## src/rtl/reg_writeback_queue.sv

```systemverilog
// Writeback queue feeding the two register-file write ports.
// Channel A (ALU results) drains to port A, channel B (load/store results)
// drains to port B. Each channel owns a small FIFO. When both heads target
// the same register in the same cycle, ALU goes first and the load lands one
// cycle later, so the load value is always the last one written.
//
// Handshake: a producer presents xValid_i with its addr/data. The beat is
// taken on a rising edge where xValid_i && xReady_o. xReady_o depends only on
// the registered occupancy (count < DEPTH), never on a same-cycle pop. A
// producer seeing xReady_o=0 must hold its beat until it is accepted.
module reg_writeback_queue #(
    parameter int DEPTH  = 4,
    parameter int ADDR_W = 5,
    parameter int DATA_W = 16
) (
    input  logic                         clock_i,
    input  logic                         reset_i,
    input  logic                         aluValid_i,
    output logic                         aluReady_o,
    input  logic [ADDR_W-1:0]            aluAddr_i,
    input  logic [DATA_W-1:0]            aluData_i,
    input  logic                         lsValid_i,
    output logic                         lsReady_o,
    input  logic [ADDR_W-1:0]            lsAddr_i,
    input  logic [DATA_W-1:0]            lsData_i,
    input  logic                         stall_i,
    output logic                         portAWriteEnable_o,
    output logic [ADDR_W-1:0]            portAWriteAddress_o,
    output logic [DATA_W-1:0]            portAWriteData_o,
    output logic                         portBWriteEnable_o,
    output logic [ADDR_W-1:0]            portBWriteAddress_o,
    output logic [DATA_W-1:0]            portBWriteData_o,
    output logic [$clog2(DEPTH+1)-1:0]   aluCount_o,
    output logic [$clog2(DEPTH+1)-1:0]   lsCount_o,
    output logic                         idle_o
);

    localparam int PTR_W = $clog2(DEPTH);
    localparam int CNT_W = $clog2(DEPTH+1);
    localparam logic [CNT_W-1:0] FULL_CNT = CNT_W'(DEPTH);
    localparam logic [CNT_W-1:0] ONE_CNT  = CNT_W'(1);
    localparam logic [PTR_W-1:0] ONE_PTR  = PTR_W'(1);

    // FIFO storage
    logic [ADDR_W-1:0] alu_addr_mem [DEPTH];
    logic [DATA_W-1:0] alu_data_mem [DEPTH];
    logic [ADDR_W-1:0] ls_addr_mem  [DEPTH];
    logic [DATA_W-1:0] ls_data_mem  [DEPTH];

    logic [PTR_W-1:0] alu_wr_ptr, alu_rd_ptr;
    logic [PTR_W-1:0] ls_wr_ptr, ls_rd_ptr;
    logic [CNT_W-1:0] alu_count, ls_count;

    logic alu_push, ls_push;
    logic alu_pop, ls_pop;
    logic ls_eligible, collision;

    logic [ADDR_W-1:0] alu_head_addr, ls_head_addr;
    logic [DATA_W-1:0] alu_head_data, ls_head_data;

    // Handshake, drain and collision decisions for this cycle
    always_comb begin
        aluReady_o    = (alu_count < FULL_CNT);
        lsReady_o     = (ls_count < FULL_CNT);
        alu_push      = aluValid_i && aluReady_o;
        ls_push       = lsValid_i && lsReady_o;
        alu_head_addr = alu_addr_mem[alu_rd_ptr];
        alu_head_data = alu_data_mem[alu_rd_ptr];
        ls_head_addr  = ls_addr_mem[ls_rd_ptr];
        ls_head_data  = ls_data_mem[ls_rd_ptr];
        alu_pop       = !stall_i && (alu_count != '0);
        ls_eligible   = !stall_i && (ls_count != '0);
        // Same destination on both heads: the load waits one cycle so it lands last.
        collision     = alu_pop && ls_eligible && (alu_head_addr == ls_head_addr);
        ls_pop        = ls_eligible && !collision;
    end

    // Entry storage; stale contents are harmless once pointers are cleared.
    always_ff @(posedge clock_i) begin
        if (alu_push) begin
            alu_addr_mem[alu_wr_ptr] <= aluAddr_i;
            alu_data_mem[alu_wr_ptr] <= aluData_i;
        end
        if (ls_push) begin
            ls_addr_mem[ls_wr_ptr] <= lsAddr_i;
            ls_data_mem[ls_wr_ptr] <= lsData_i;
        end
    end

    // Channel A pointers and occupancy
    always_ff @(posedge clock_i) begin
        if (reset_i) begin
            alu_wr_ptr <= '0;
            alu_rd_ptr <= '0;
            alu_count  <= '0;
        end else begin
            if (alu_push) alu_wr_ptr <= alu_wr_ptr + ONE_PTR;
            if (alu_pop)  alu_rd_ptr <= alu_rd_ptr + ONE_PTR;
            case ({alu_push, alu_pop})
                2'b10:   alu_count <= alu_count + ONE_CNT;
                2'b01:   alu_count <= alu_count - ONE_CNT;
                default: alu_count <= alu_count;
            endcase
        end
    end

    // Channel B pointers and occupancy
    always_ff @(posedge clock_i) begin
        if (reset_i) begin
            ls_wr_ptr <= '0;
            ls_rd_ptr <= '0;
            ls_count  <= '0;
        end else begin
            if (ls_push) ls_wr_ptr <= ls_wr_ptr + ONE_PTR;
            if (ls_pop)  ls_rd_ptr <= ls_rd_ptr + ONE_PTR;
            case ({ls_push, ls_pop})
                2'b10:   ls_count <= ls_count + ONE_CNT;
                2'b01:   ls_count <= ls_count - ONE_CNT;
                default: ls_count <= ls_count;
            endcase
        end
    end

    // Registered write ports; addr/data hold when no entry is popped.
    always_ff @(posedge clock_i) begin
        if (reset_i) begin
            portAWriteEnable_o  <= 1'b0;
            portAWriteAddress_o <= '0;
            portAWriteData_o    <= '0;
            portBWriteEnable_o  <= 1'b0;
            portBWriteAddress_o <= '0;
            portBWriteData_o    <= '0;
        end else begin
            portAWriteEnable_o <= alu_pop;
            portBWriteEnable_o <= ls_pop;
            if (alu_pop) begin
                portAWriteAddress_o <= alu_head_addr;
                portAWriteData_o    <= alu_head_data;
            end
            if (ls_pop) begin
                portBWriteAddress_o <= ls_head_addr;
                portBWriteData_o    <= ls_head_data;
            end
        end
    end

    // Occupancy and idle status
    always_comb begin
        aluCount_o = alu_count;
        lsCount_o  = ls_count;
        idle_o     = (alu_count == '0) && (ls_count == '0) &&
                     !portAWriteEnable_o && !portBWriteEnable_o;
    end

endmodule

```

## config.mk

```make
export PLATFORM = sky130hd
export DESIGN_NAME = reg_writeback_queue
export DESIGN_NICKNAME = d
export VERILOG_FILES = /design/src/rtl/reg_writeback_queue.sv
export SDC_FILE = /design/constraint.sdc
export NUM_CORES = 1
export LEC_CHECK = 0
export BUFFER_PORTS_ARGS = -buffer_cell sky130_fd_sc_hd__buf_2
export CAP_MARGIN = 20
export CORE_MARGIN = 2
export CORE_UTILIZATION = 40
export DETAILED_ROUTE_END_ITERATION = 16
export HOLD_SLACK_MARGIN = 0.03
export SLEW_MARGIN = 15
export SYNTH_ARGS = -nofsm -noshare
export SYNTH_HDL_FRONTEND = slang
export SYNTH_SLANG_ARGS = --single-unit
```

## constraint.sdc

```tcl
create_clock -name clock_i -period 5.9 [get_ports clock_i]
set_clock_uncertainty 0.2 [all_clocks]
set_input_delay 0 -clock clock_i [delete_from_list [all_inputs] [get_ports clock_i]]
set_output_delay 0 -clock clock_i [all_outputs]
set_load 0.03 [all_outputs]
```

==> results.toml <==
[sta]
grt_setup_unrepaired = "no"
slew_headroom = 0.3684
finalHoldViolCount = 0
worstMarginPinSlew_ns = 0.9474
finalSetupViolCount = 0
slew_viol_final = 0
setup_tns_ns = 0
timing.final.crit_period_ns = 3.403
fmax_ghz = 0.2938
period_share = 0.5769
hold_slack_ns = 0.04793

[worst_setup_path]
worstSetupPathType = "flop to flop"
critical_path_arrival_ns = 3.63
critPathMaxFanout = 24
worstPathRequired_ns = 6.13
start_kind = "flop"
cp-end-kind = "flop"

[clocking]
cts_buffers = 24
path_clk_slew_ns = 0.06
clk_root_buffer_cell = "clkbuf_16"
postCtsSetupBuffers = 0
insertion_delay_ns = 0.50
clock-sinks = 230
clockBufferDepth = 3
cts_tree = "done"
htreeDepth = 1

[detailed_routing]
ant_nets = 0
wirelength_um = 17210
routed_via_density = 4.880
num_vias = 4802
drtPass1Iterations = 4
wire_per_inst_um = 17.49
drt_iter0_drc = 284
drc_errors = 0

[power_and_ir_drop]
seq_power_share = 0.428
peakVddDrop_uv = 272.0
power_frac_comb = 0.262
p_int_uw = 3528
p_sw_uw = 1516
p_clk_frac = 0.310
p_sw_frac = 0.3005
p_per_area_nw_per_um2 = 462.6
leakage_uw = 0.004024

[layout]
stdcell_area_um2 = 10900
layout_common_cells = "edfxtp_1 (168), buf_2 (99), nand2_1 (85)"
drive_above_1_share = 0.2768
fin_util = 0.5154
area.growth.synth_to_final_pct = 25.31
final_cells = 984
final_common_cell = "edfxtp_1"
nets = 749

[global_route]
antenna_found_initial = 2
gr-total-overflow = 0
met3_usage = 0.03353
grt_max_degree = 43
use_met1 = 0.1949
track_usage = 0.1517
grt-busiest-layer = "met2"
gr-usage-met2 = 0.2588
grt_pass1_wl_um = 26680
grt_pass1_vias = 5057

[synthesis]
synth.area.top_cells = "edfxtp_1 (58%), dfxtp_1 (14%), mux4_2 (10%), nand2_1 (3.7%), mux2i_1 (2.2%)"
syn_inst = 528
synth_area_um2 = 8701
ys_ff_latch = 230
synth.largest_area_cell = "edfxtp_1"
seq_area_frac_synth = 0.7225
yosys.area.top_type_share = 0.5798
syn-num-nets = 587
syn_area_per_cell_um2 = 16.48
synth_cell_types = 34
ys.warnings.count = 0

[die]
die_x_um = 151.5
row_count = 53
die-area_um2 = 22950
ios = 100
fp.coreArea_um2 = 21150
dieHeight_um = 151.5
start_util = 0.4113

[placed_design]
gp_congestion = 0.7605
portBuffers = 99
place_area_um2 = 9529
placed_cells = 886
hpwlAfterDp_um = 11060

[run_status]
outcome = "complete, no violations"

[job]
max_cap_viol_count = 0

[min_path]
hold_class = "input pin to flop"
==> registers in the layout, summed over array words and instances (netlist names), named ones only <==
| signal | flops |
|---|---|
| portBWriteData_o | 16 |
| ls_data_mem | 64 |
| ls_wr_ptr | 2 |
| portAWriteEnable_o | 1 |
| lsCount_o | 3 |
| portAWriteData_o | 16 |
| alu_wr_ptr | 2 |
| portBWriteAddress_o | 5 |
| ls_rd_ptr | 2 |
| alu_rd_ptr | 2 |
| alu_addr_mem | 20 |
| alu_data_mem | 64 |
| ls_addr_mem | 20 |
| portAWriteAddress_o | 5 |
| portBWriteEnable_o | 1 |
| aluCount_o | 3 |
==> Yosys cell counts <==
cell and number:
buf_1 3, nand2b_1 1, o21ai_0 4, nand2_1 85
or2_2 2, buf_6 3, mux2i_1 19, a21oi_1 29
mux4_2 40, or3_1 2, nor3_1 3, edfxtp_1 168
xor2_1 8, clkbuf_1 18, dfxtp_1 62, a21o_1 1
fa_1 2, inv_1 16, buf_2 2, nor4_4 1
and4b_1 1, o31a_1 1, mux2_2 1, nor2_1 20
ha_1 10, buf_4 1, a311oi_1 1, xnor2_1 5
and2_1 9, a31o_2 1, nor2b_1 4, inv_6 1
mux4_1 2, mux2_4 2
==> final timing paths <==
kind | from | endpoint | slack, ns | cells after the start
worst max register to register | aluCount_o[2] | aluCount_o[2] | 2.50 | 9
worst max-delay path | aluCount_o[2] | aluCount_o[2] | 2.50 | 9
worst min register to register | portAWriteAddress_o[3] | portAWriteAddress_o[3] | 0.26 | 2
worst min-delay path | aluData_i[12] | alu_data_mem[3][12] | 0.05 | 2
==> layer usage <==
layer  wire (µm)  vias to the layer above
li1            -                     2272
met5          12                        -
met1        7418                     2356
met4         459                        2
met2        8211                      138
met3        1105                       34
==> layout make-up <==
cell class	count	area, µm²
Fill cell	1739	10250
Inverter	17	68.82
Sequential cell	230	6286
Antenna cell	1	2.502
Tap cell	275	344.1
Timing Repair Buffer	163	1144
Multi-Input combinational cell	254	2217
Clock buffer	35	681.9
Clock inverter	9	158.9
==> critical path, stage by stage (launching register included) <==
cell and delay [ns]:
dfxtp_1 0.42, nor3_1 0.10, or2_2 0.51, inv_1 0.73, ha_1 0.33, inv_1 0.07
fa_1 0.37, xor2_1 0.16, or3_1 0.30, a21oi_1 0.14
==> kinds of logic after synthesis <==
family / count (synthesis) / share of synthesized area
flops: 230 / 0.7225
xor+xnor: 13 / 0.01309
fa+ha+maj: 12 / 0.01898
simple gates: 128 / 0.06356
mux: 64 / 0.1362
compound gates: 37 / 0.02287
buf+inv: 44 / 0.02286
==> through the flow <==
stage               power, µW  setup WS, ns
global placement         3453         2.612
finish                   5044         2.497
floorplan                3131         2.719
detailed placement       3508         2.471
CTS                      5106         2.460
global route             5283         2.255
==> power by group through the flow <==
stage | clock network [µW] | logic, µW | registers [µW]
2_1_floorplan | 0 | 805 | 2330
3_3_place_gp | 0 | 1270 | 2190
3_5_place_dp | 0 | 1310 | 2200
4_1_cts | 1600 | 1340 | 2170
5_1_grt | 1660 | 1430 | 2190
6_report | 1560 | 1320 | 2160
==> timing repair <==
action,4_1_cts,5_1_grt
hold buffers,53,0
gates resized for setup,0,0
endpoints found under the hold margin,212,0
No activity file was read; power rests on OpenSTA's default activity.
